## src/rtl/bbsweep_pkg.sv

```systemverilog
// Shared types, constants and the signature step for breadboard sweep controllers.
package bbsweep_pkg;

  typedef enum logic [1:0] {
    StIdle    = 2'd0,
    StSettle  = 2'd1,
    StCapture = 2'd2,
    StDone    = 2'd3
  } state_e;

  localparam int unsigned VEC_COUNT = 16;
  localparam logic [3:0]  LAST_VEC  = 4'd15;
  localparam int unsigned SIG_W     = 16;

  // Rotate left by one, then fold in the (zero-extended) response.
  function automatic logic [SIG_W-1:0] sig_step(input logic [SIG_W-1:0] sig,
                                                input logic [SIG_W-1:0] data);
    return {sig[SIG_W-2:0], sig[SIG_W-1]} ^ data;
  endfunction

endpackage

```

## src/rtl/bbsweep_sig.sv

```systemverilog
// 16-bit rotate-XOR signature register with synchronous clear and enable.
module bbsweep_sig
  import bbsweep_pkg::*;
#(
  parameter int unsigned DataW = 10
) (
  input  logic             clk_i,
  input  logic             rst_i,
  input  logic             clr_i,
  input  logic             en_i,
  input  logic [DataW-1:0] data_i,
  output logic [SIG_W-1:0] sig_o
);

  logic [SIG_W-1:0] sig_q;

  always_ff @(posedge clk_i or posedge rst_i) begin
    if (rst_i) begin
      sig_q <= '0;
    end else if (clr_i) begin
      sig_q <= '0;
    end else if (en_i) begin
      sig_q <= sig_step(sig_q, SIG_W'(data_i));
    end
  end

  assign sig_o = sig_q;

endmodule

```

## src/rtl/breadboard_sweep_ctrl.sv

```systemverilog
// Drives all 16 breadboard input vectors, captures and signs each response.
// Optional golden-response checking is enabled by defining BBSWEEP_CHECK_EN.
module breadboard_sweep_ctrl #(
  parameter int unsigned SETTLE_CYCLES = 2,
  parameter int unsigned RESP_W        = 10,
  parameter int unsigned SIG_W         = 16
) (
  input  logic              clk,
  input  logic              rst,
  input  logic              start,
  input  logic              abort,
  output logic [3:0]        stim,
  input  logic [RESP_W-1:0] resp,
  output logic              busy,
  output logic              done,
  output logic              cap_valid,
  output logic [3:0]        cap_index,
  output logic [RESP_W-1:0] cap_data,
  output logic [SIG_W-1:0]  sig
`ifdef BBSWEEP_CHECK_EN
  ,
  input  logic [RESP_W-1:0] exp_data,
  output logic [4:0]        mismatch_cnt,
  output logic              fail,
  output logic [3:0]        first_fail
`endif
);
  import bbsweep_pkg::*;

  localparam logic [7:0] SettleLast = 8'(SETTLE_CYCLES - 1);

  state_e            state_q, state_d;
  logic [3:0]        stim_q, stim_d;
  logic [7:0]        cnt_q, cnt_d;
  logic              sig_clr, cap_en;
  logic              cap_valid_q;
  logic [3:0]        cap_index_q;
  logic [RESP_W-1:0] cap_data_q;

  always_ff @(posedge clk or posedge rst) begin
    if (rst) begin
      state_q <= StIdle;
      stim_q  <= '0;
      cnt_q   <= '0;
    end else begin
      state_q <= state_d;
      stim_q  <= stim_d;
      cnt_q   <= cnt_d;
    end
  end

  always_comb begin
    state_d = state_q;
    stim_d  = stim_q;
    cnt_d   = cnt_q;
    sig_clr = 1'b0;
    cap_en  = 1'b0;
    unique case (state_q)
      StIdle: begin
        if (start) begin
          stim_d  = '0;
          cnt_d   = '0;
          sig_clr = 1'b1;
          state_d = StSettle;
        end
      end
      StSettle: begin
        if (abort) begin
          stim_d  = '0;
          cnt_d   = '0;
          state_d = StIdle;
        end else if (cnt_q == SettleLast) begin
          cnt_d   = '0;
          state_d = StCapture;
        end else begin
          cnt_d = cnt_q + 8'd1;
        end
      end
      StCapture: begin
        // Abort discards this capture entirely: no cap_valid, no signature fold.
        if (abort) begin
          stim_d  = '0;
          cnt_d   = '0;
          state_d = StIdle;
        end else begin
          cap_en = 1'b1;
          if (stim_q == LAST_VEC) begin
            state_d = StDone;
          end else begin
            stim_d  = stim_q + 4'd1;
            state_d = StSettle;
          end
        end
      end
      StDone: begin
        state_d = StIdle;
      end
    endcase
  end

  always_ff @(posedge clk or posedge rst) begin
    if (rst) begin
      cap_valid_q <= 1'b0;
      cap_index_q <= '0;
      cap_data_q  <= '0;
    end else begin
      cap_valid_q <= cap_en;
      if (cap_en) begin
        cap_index_q <= stim_q;
        cap_data_q  <= resp;
      end
    end
  end

  bbsweep_sig #(
    .DataW (RESP_W)
  ) u_sig (
    .clk_i  (clk),
    .rst_i  (rst),
    .clr_i  (sig_clr),
    .en_i   (cap_en),
    .data_i (resp),
    .sig_o  (sig)
  );

`ifdef BBSWEEP_CHECK_EN
  logic [4:0] mismatch_cnt_q;
  logic       fail_q;
  logic [3:0] first_fail_q;

  always_ff @(posedge clk or posedge rst) begin
    if (rst) begin
      mismatch_cnt_q <= '0;
      fail_q         <= 1'b0;
      first_fail_q   <= '0;
    end else if (sig_clr) begin
      mismatch_cnt_q <= '0;
      fail_q         <= 1'b0;
      first_fail_q   <= '0;
    end else if (cap_en && (resp != exp_data)) begin
      mismatch_cnt_q <= mismatch_cnt_q + 5'd1;
      if (!fail_q) begin
        fail_q       <= 1'b1;
        first_fail_q <= stim_q;
      end
    end
  end

  assign mismatch_cnt = mismatch_cnt_q;
  assign fail         = fail_q;
  assign first_fail   = first_fail_q;
`endif

  assign stim      = stim_q;
  assign busy      = (state_q == StSettle) || (state_q == StCapture);
  assign done      = (state_q == StDone);
  assign cap_valid = cap_valid_q;
  assign cap_index = cap_index_q;
  assign cap_data  = cap_data_q;

endmodule

```

## config.mk

```make
export PLATFORM = sky130hd
export DESIGN_NAME = breadboard_sweep_ctrl
export DESIGN_NICKNAME = d
export VERILOG_FILES = /design/src/rtl/bbsweep_pkg.sv /design/src/rtl/bbsweep_sig.sv /design/src/rtl/breadboard_sweep_ctrl.sv
export SDC_FILE = /design/constraint.sdc
export NUM_CORES = 1
export LEC_CHECK = 0
export CORE_UTILIZATION = 55
export CTS_BUF_LIST = sky130_fd_sc_hd__clkbuf_4 sky130_fd_sc_hd__clkbuf_8
export DETAILED_ROUTE_END_ITERATION = 16
export GPL_ROUTABILITY_DRIVEN = 0
export GPL_TIMING_DRIVEN = 1
export PLACE_DENSITY = 0.88
export SYNTH_ARGS = -nofsm -noshare
export SYNTH_HDL_FRONTEND = slang
export SYNTH_SLANG_ARGS = --single-unit
```

## constraint.sdc

```tcl
create_clock -name clk -period 6.4 [get_ports clk]
set_clock_uncertainty 0.2 [all_clocks]
set_input_delay 1.92 -clock clk [delete_from_list [all_inputs] [get_ports clk]]
set_output_delay 1.92 -clock clk [all_outputs]
set_load 0.05 [all_outputs]
```

==> out/summary.json <==
{
  "floorplanning": {
    "initial_core_util_pct": 59.5,
    "floorplan.rows": 21,
    "ioPinCount": 51,
    "floorplan.core_area_mm2": 0.00347,
    "die_height_um": 63.2,
    "die_w_um": 63.2,
    "floorplan.die_area_mm2": 0.00400
  },
  "setup_path": {
    "critical_path_peak_fanout": 26,
    "timing.critical_path.arrival_ns": 4.29,
    "worst_setup_path_start_kind": "input pin",
    "cp_endpoint_kind": "register",
    "required_ns": 6.44,
    "timing.setup.critical_path_class": "in2reg"
  },
  "route": {
    "drcViolationCount": 0,
    "viasPerCell": 5.49,
    "route.vias.total": 1626,
    "drtAntennaViolNets": 0,
    "routed_wire_length_mm": 4.69,
    "detail_route.first_pass.iterations": 4,
    "drt-wirelength-per-cell_um": 15.8,
    "initialDrtViolationCount": 116
  },
  "final_layout": {
    "final_antenna_diode_count": 0,
    "most_frequent_standard_cell_in_the_layout_excluding_fill_and_tap_cells": "sky130_fd_sc_hd__clkdlybuf4s50_1",
    "finish.net_count": 271,
    "final_cell_mix": "sky130_fd_sc_hd__clkdlybuf4s50_1, sky130_fd_sc_hd__nand2_1, sky130_fd_sc_hd__dfrtp_1",
    "drive_gt1_share_pct": 5.60,
    "synthToLayoutAreaGrowth_pct": 30.3
  },
  "yosys": {
    "netlist-cell-type-count": 35,
    "ys_warn_count": 0,
    "syn_inst": 198,
    "synth_enable_flop_cells": 0,
    "netlist_area_mm2": 0.00206,
    "yosys_reg_bits": 45,
    "postSynth.asyncResetShare_pct": 100,
    "mappedNetlistNets": 220,
    "post_synth.cell_area_avg_um2": 10.4,
    "synth-seq-area-share_pct": 54.6,
    "synth-main-ff-cell": "sky130_fd_sc_hd__dfrtp_1"
  },
  "cts": {
    "count_of_buffers_added_by_post_cts_timing_repair_for_setup": 0,
    "cts.sinks": 45,
    "cts_tree": "yes",
    "clock-root-buffer": "sky130_fd_sc_hd__clkbuf_8",
    "cts_hold_buf": 0,
    "cts_resized": 0,
    "cts-buffers-inserted": 5,
    "cts.reportedPaths.clkPinSlew_ns": 0.09,
    "clock_tree.htree_level_count": 2,
    "clk_path_buf_depth": 2,
    "clkLatencyLatePin_ns": 0.31
  },
  "worst_hold_path": {
    "hp-class": "reg2reg"
  },
  "timing": {
    "min_period_over_period_pct": 66.4,
    "timing_hold_violations_final": 0,
    "worst_pin_slew_ns": 1.27,
    "drv_slew": 0,
    "rsz0062_at_grt": "false",
    "setup_violations": 0,
    "achievable-frequency_mhz": 235,
    "finalWorstPathRequiredPeriod_ns": 4.25,
    "fin_setup_tns_ns": 0,
    "slew_headroom_pct": 15.1
  },
  "global_routing": {
    "grt_max_degree": 46,
    "grt_pass1_vias": 1545,
    "globalRoute.totalOverflow": 0,
    "grt_usage_pct": 25.6,
    "grt_antenna_before_repair": 0,
    "grt_pass1_wl_mm": 7.65
  },
  "placed_design": {
    "numPortBuffers": 50,
    "place.detailed.hpwl_mm": 3.14
  },
  "run_status": {
    "run_status": "complete, no violations"
  },
  "pwr": {
    "peakVddDrop_mv": 0.253,
    "p_leak_nw": 1.27,
    "post-layout-total-power_w": 0.00109,
    "total_power_density_per_cell_area_mw_per_mm2": 407
  },
  "job": {
    "max_cap_viol_count": 0
  }
}
==> worst max-delay path, stage by stage <==
cell and delay, ns:
sky130_fd_sc_hd__clkdlybuf4s50_1 0.48, sky130_fd_sc_hd__nand2b_2 0.38, sky130_fd_sc_hd__inv_4 0.19, sky130_fd_sc_hd__a21oi_1 1.01, sky130_fd_sc_hd__a22o_1 0.29
==> cell type report <==
cell class                      instances  area, um^2
Clock buffer                            5        68.8
Clock inverter                          3        21.3
Fill cell                             242         782
Inverter                                5        21.3
Multi-Input combinational cell        140         876
Sequential cell                        45        1130
Tap cell                               46        57.6
Timing Repair Buffer                   52         515
==> registers in the layout (all words and copies together) (netlist names) <==
name	cells
cap_data	10
state_q	2
u_sig.sig_o	16
stim	4
cap_index	4
cnt_q	8
cap_valid	1
==> cells by family after synthesis <==
family	after synthesis	synth area share (%)
AOI/OAI and AO/OA	34	12.2
DFF	45	54.6
and+or+nand+nor	81	18.0
adders and majority gates	8	4.85
muxes	2	1.03
buffers and inverters	13	2.91
xor gates and xnor gates	15	6.37
==> power by group <==
part	leakage (nW)	total, W	internal (W)	switching [W]
sequential	0.610	0.000395	0.000344	0.0000510
clock	0.0445	0.000179	0.0000775	0.000102
combinational	0.618	0.000519	0.000173	0.000346
total	1.27	0.00109	0.000594	0.000499
==> routing by layer <==
| metal | global-route usage [%] | vias up | routed length, um |
|---|---|---|---|
| met5 | 0 | - | 0 |
| met4 | 11.1 | 0 | 72 |
| met3 | 6.88 | 7 | 206 |
| met2 | 40.3 | 52 | 2320 |
| met1 | 33.3 | 789 | 2090 |
| li1 | - | 778 | - |
==> Yosys cell counts, types with 2 or more instances <==
| cell | count | area, um^2 |
|---|---|---|
| sky130_fd_sc_hd__a21oi_1 | 5 | 25.0 |
| sky130_fd_sc_hd__a22o_1 | 17 | 149 |
| sky130_fd_sc_hd__and3_1 | 2 | 12.5 |
| sky130_fd_sc_hd__clkbuf_1 | 6 | 22.5 |
| sky130_fd_sc_hd__dfrtp_1 | 45 | 1130 |
| sky130_fd_sc_hd__ha_1 | 8 | 100 |
| sky130_fd_sc_hd__inv_1 | 4 | 15.0 |
| sky130_fd_sc_hd__nand2_1 | 46 | 173 |
| sky130_fd_sc_hd__nand2b_1 | 2 | 12.5 |
| sky130_fd_sc_hd__nand3_1 | 3 | 15.0 |
| sky130_fd_sc_hd__nor2_1 | 10 | 37.5 |
| sky130_fd_sc_hd__nor3_1 | 3 | 15.0 |
| sky130_fd_sc_hd__nor4_1 | 4 | 25.0 |
| sky130_fd_sc_hd__nor4b_1 | 2 | 17.5 |
| sky130_fd_sc_hd__o21ai_0 | 6 | 30.0 |
| sky130_fd_sc_hd__o31ai_1 | 2 | 15.0 |
| sky130_fd_sc_hd__or3_1 | 2 | 12.5 |
| sky130_fd_sc_hd__xnor2_1 | 5 | 43.8 |
| sky130_fd_sc_hd__xor2_1 | 10 | 87.6 |
==> through the flow <==
stage                     instance area (um^2)  utilization (%)  hold WS [ns]  cells  worst slack, ns
after floorplan                           2060                -         0.295    198             3.01
after global placement                    2590             74.6         0.269    287             1.95
after detailed placement                  2590             74.6         0.263    287             1.88
after CTS                                 2680             77.2         0.285    295             2.21
after global routing                      2690             77.5         0.306    296             1.98
final                                     2690             77.5         0.281    296             2.15
==> worst paths after layout <==
check | from | end | slack (ns) | cells past startpoint
worst max-delay path | abort | u_sig.sig_o[3] | 2.15 | 5
worst min-delay path | cap_data[6] | cap_data[6] | 0.28 | 2
worst max register to register | state_q[0] | u_sig.sig_o[3] | 3.58 | 6
worst min register to register | cap_data[6] | cap_data[6] | 0.28 | 2
max in group asynchronous | rst | state_q[1] | 3.77 | 3
min in group asynchronous | rst | cap_valid | 1.85 | 3
Power figures use the tool's default switching activity.
==> RTL edit 1: new RTL, same flow settings <==
Re-encode `state_e` (4 states) as one-hot, 4 bits wide.
--- a/src/rtl/bbsweep_pkg.sv
+++ b/src/rtl/bbsweep_pkg.sv
@@ -2,9 +2,9 @@
 package bbsweep_pkg;
 
-  typedef enum logic [1:0] {
-    StIdle    = 2'd0,
-    StSettle  = 2'd1,
-    StCapture = 2'd2,
-    StDone    = 2'd3
+  typedef enum logic [3:0] {
+    StIdle    = 4'b0001,
+    StSettle  = 4'b0010,
+    StCapture = 4'b0100,
+    StDone    = 4'b1000
   } state_e;
 
Check against the original RTL: same outputs for any inputs over 10 cycles, from zero or initial values and one cycle with rst high; not proved beyond that.
==> RTL edit 1 against the original RTL <==
Register-to-register slack improved by 0.18 ns; count of clock-buffer cells in the layout rose by 1; final area grew 10%; combinational power grew 18%; total power up 13%; sequential cell count increased by 2; first-iteration DRC count increased by 13%; synthesized area grew 16%; sequential share of layout area decreased by 2.1 points; wire length grew 2.1%; worst setup slack lost 0.44 ns; maximum frequency decreased by 9.3%; final cell count is 0.34% lower; global-route usage fell by 4.1 points.
==> RTL edit 1: results (changes against the original RTL) <==
worst_setup_path:
  r2r_cells: 4  # -2
  endpoint: "done"
  path_delay_family: "buffers and inverters"
  crit_slowest_cell: "clkdlybuf4s50_1"
  crit_path_start: "state_q[3]"
  arrival_ns: 2.57  # -1.72 ns
  regToRegStartpoint: "state_q[2]"
  crit_path_max_fanout: 11  # -58%
  regToRegSetupSlack_ns: 3.76  # +0.18 ns
  path_class: "reg2out"
  regToRegEndpoint: "stim[2]"
power:
  comb_power_share: 0.497  # +0.022
  sw_frac_of_total: 0.445  # -0.0117
  worst_ir_drop_vdd_mv: 0.254  # +0.68%
timing:
  maxSlewHeadroom: 0.348  # +0.198
  drv_slew: 0  # unchanged
  fin_crit_sh: 0.732  # +0.0683
cells_and_area:
  fillCellCount: 282  # +17%
  drive_gt1_frac: 0.196  # +0.140
synth:
  syn_nets: 214  # -2.7%
  synth_area_leaders: "dfrtp_1 48%, mux2_2 6.6%, xnor2_1 4.4%"
  synthTopCellsByCount: "46 x dfrtp_1, 16 x nor2_1, 14 x mux2_2"
  ys_seq_area_frac: 0.491  # -0.0547
status:
  outcome: "completed"
drt:
  via_per_inst: 5.54  # +0.77%
  drt-initial-drc-count: 131  # +13%
  drt-total-wl_mm: 4.79  # +2.1%
placement:
  dp_slack_ns: 2.12  # +0.231 ns
  post-dp-hpwl_mm: 3.28  # +4.5%
hold_path:
  hold_depth: 1  # -1
global_route:
  grt_pass1_wl_mm: 7.26  # -5.1%
  grt_usage: 0.215  # -0.0409
  grt_max_degree: 48  # +4.3%
RTL edit 1: cell types whose count changed in the layout (fill, tap and decap cells not counted), moves of 5 or more:
cell | before | now
a211oi_2 | 0 | 8
a22o_1 | 17 | 0
ha_1 | 8 | 3
mux2_2 | 1 | 14
mux2i_1 | 1 | 10
nand2_1 | 46 | 7
nor2_1 | 10 | 16
xnor2_1 | 5 | 12
xor2_1 | 10 | 2
RTL edit 1: worst reg2reg max path: stages, from the launching register on:
cell       delay [ns]
dfrtp_1          0.66
nor4b_2          0.35
and2b_2          0.86
a2111oi_0        0.31
mux2i_1          0.19
RTL edit 1: through the flow:
stage	utilization	instance area, um^2	hold slack, ns	total power [mW]	instances
after floorplan	-	2400	0.306	0.889	197
after global placement	0.702	2870	0.290	1.04	287
after detailed placement	0.702	2870	0.295	1.05	287
after CTS	0.724	2960	0.314	1.24	295
after global routing	0.724	2960	0.330	1.29	295
final	0.724	2960	0.312	1.23	295
RTL edit 1: area by class of cell:
class,instances,area [um^2],share of cell area
sequential,47,1180,0.398
clock inverter,2,12.5,0.00423
tap,50,62.6,0.0211
inverter,6,22.5,0.00761
multi-input combinational,134,1110,0.374
clock buffer,6,76.3,0.0258
timing repair buffer,50,500,0.169
RTL edit 1: logic make-up after synthesis:
kind of cell,synth area share
multiplexers,0.108
buffers and inverters,0.0470
flip-flops,0.491
adder cells (fa/ha/maj),0.0157
XOR/XNOR,0.0512
AO/OA/AOI/OAI,0.131
AND/OR/NAND/NOR,0.156
RTL edit 1: per-layer routing:
metal	GRT usage	vias to the layer above	wire, um
li1	-	810	-
met1	0.277	775	2220
met2	0.343	40	2310
met3	0.0617	8	182
met4	0.0781	0	79
met5	0	-	0
==> RTL edit 2: new RTL, same settings <==
Made on the original files. Build with the macro `BBSWEEP_CHECK_EN` defined.
--- a/src/rtl/breadboard_sweep_ctrl.sv
+++ b/src/rtl/breadboard_sweep_ctrl.sv
@@ -1,4 +1,6 @@
 // Drives all 16 breadboard input vectors, captures and signs each response.
 // Optional golden-response checking is enabled by defining BBSWEEP_CHECK_EN.
+`define BBSWEEP_CHECK_EN
+
 module breadboard_sweep_ctrl #(
   parameter int unsigned SETTLE_CYCLES = 2,
Interface: changed (added exp_data, fail, first_fail and mismatch_cnt); port bits go from 51 to 71. No check against the original RTL was run, so the function may have changed too.
==> RTL edit 2 against the original RTL <==
Sequential cell count increased by 10; largest cell class unchanged; synthesized area grew 29%; first-iteration DRC count grew 47%; worst setup slack worse by 0.50 ns; clock power is 8% higher; combinational power rose by 2%; critical path type unchanged; final cell count grew 34%; final area up 30%; sequential share of layout area fell by 2.4 points; maximum frequency down 11%; wire length increased by 23%; critical endpoint is now cnt_q[4]; total power rose by 7.1%; die area grew 28%; non-clock buffer count grew 19.
==> RTL edit 2: results (changes against the original RTL) <==
status:
  outcome: "completed"
hold_path:
  whs_endpoint: "cap_data[2]"
  worstHoldStart: "cap_data[2]"
global_route:
  grt_pass1_wl_mm: 9.58  # +25%
  grt_pass1_vias: 2071  # +34%
  grt_usage: 0.245  # -0.0114
synth:
  synth_cell_types: 39  # +11%
  synthTopCellsByCount: "71 x nand2_1, 55 x dfrtp_1, 29 x nor2_1"
  synth_mux_area_frac: 0.0155  # +0.00516
  synthAdderAreaFrac: 0.0422  # -0.00635
  synth_area_leaders: "dfrtp_1 52%, nand2_1 10%, xor2_1 4.9%"
  ys_seq_area_frac: 0.516  # -0.0304
  synthXorXnorAreaFrac: 0.0886  # +0.0249
worst_setup_path:
  regToRegSetupSlack_ns: 3.21  # -0.37 ns
  arrival_ns: 4.75  # +0.46 ns
  crit_slowest_cell: "nand2b_1"
  r2r_cells: 7  # +1
  regToRegEndpoint: "cnt_q[4]"
  crit_path_max_fanout: 48  # +85%
power:
  worst_ir_drop_vdd_mv: 0.248  # -1.8%
cells_and_area:
  multi_input_area_um2: 1220  # +39%
  inv_count: 7  # +2
  n_all_buffers: 71  # +37%
  num-multi-input-gates: 204  # +46%
  drive_gt1_frac: 0.0667  # +0.0107
  clockNetworkAreaShare: 0.0255  # -0.00802
  finalNetCount: 377  # +39%
drt:
  met2_length_mm: 2.77  # +19%
  wl_met1_mm: 2.60  # +24%
  drt-initial-drc-count: 170  # +47%
  met3_length_um: 328  # +59%
  via_per_inst: 5.40  # -1.7%
timing:
  whs_ns: 0.291  # +0.00988 ns
  maxSlewHeadroom: 0.363  # +0.212
placement:
  io_buffer_count: 70  # +40%
-- RTL edit 2: changes by cell type in the layout (fill, tap and decap cells not counted), moves of 5 or more --
cell,before,now
xor2_1,10,15
a211oi_1,0,10
xnor2_1,5,12
clkdlybuf4s50_1,50,70
nor2_1,10,29
dfrtp_1,45,55
a22o_1,17,1
nand2_1,46,71
-- RTL edit 2: per-stage QoR --
stage	instance area (um^2)	instances	worst slack, ns
finish	3480	397	1.65
floorplan	2670	277	2.94
CTS	3480	397	1.68
global route	3480	397	1.41
detailed placement	3390	389	1.36
global placement	3390	389	1.40
-- RTL edit 2: routing by layer --
layer	global-route usage	vias up
met5	0	-
met4	0.0763	0
met3	0.0577	6
met2	0.398	79
met1	0.328	1003
li1	-	1056
-- RTL edit 2: worst max-delay path, delay by kind of cell --
family	cells	cell delay (ns)
buffers and inverters	2	1.15
AND/OR/NAND/NOR	4	1.68
-- RTL edit 2: power by group --
group	switching [mW]	internal (mW)
Sequential	0.0473	0.402
Clock	0.113	0.0810
Combinational	0.351	0.176
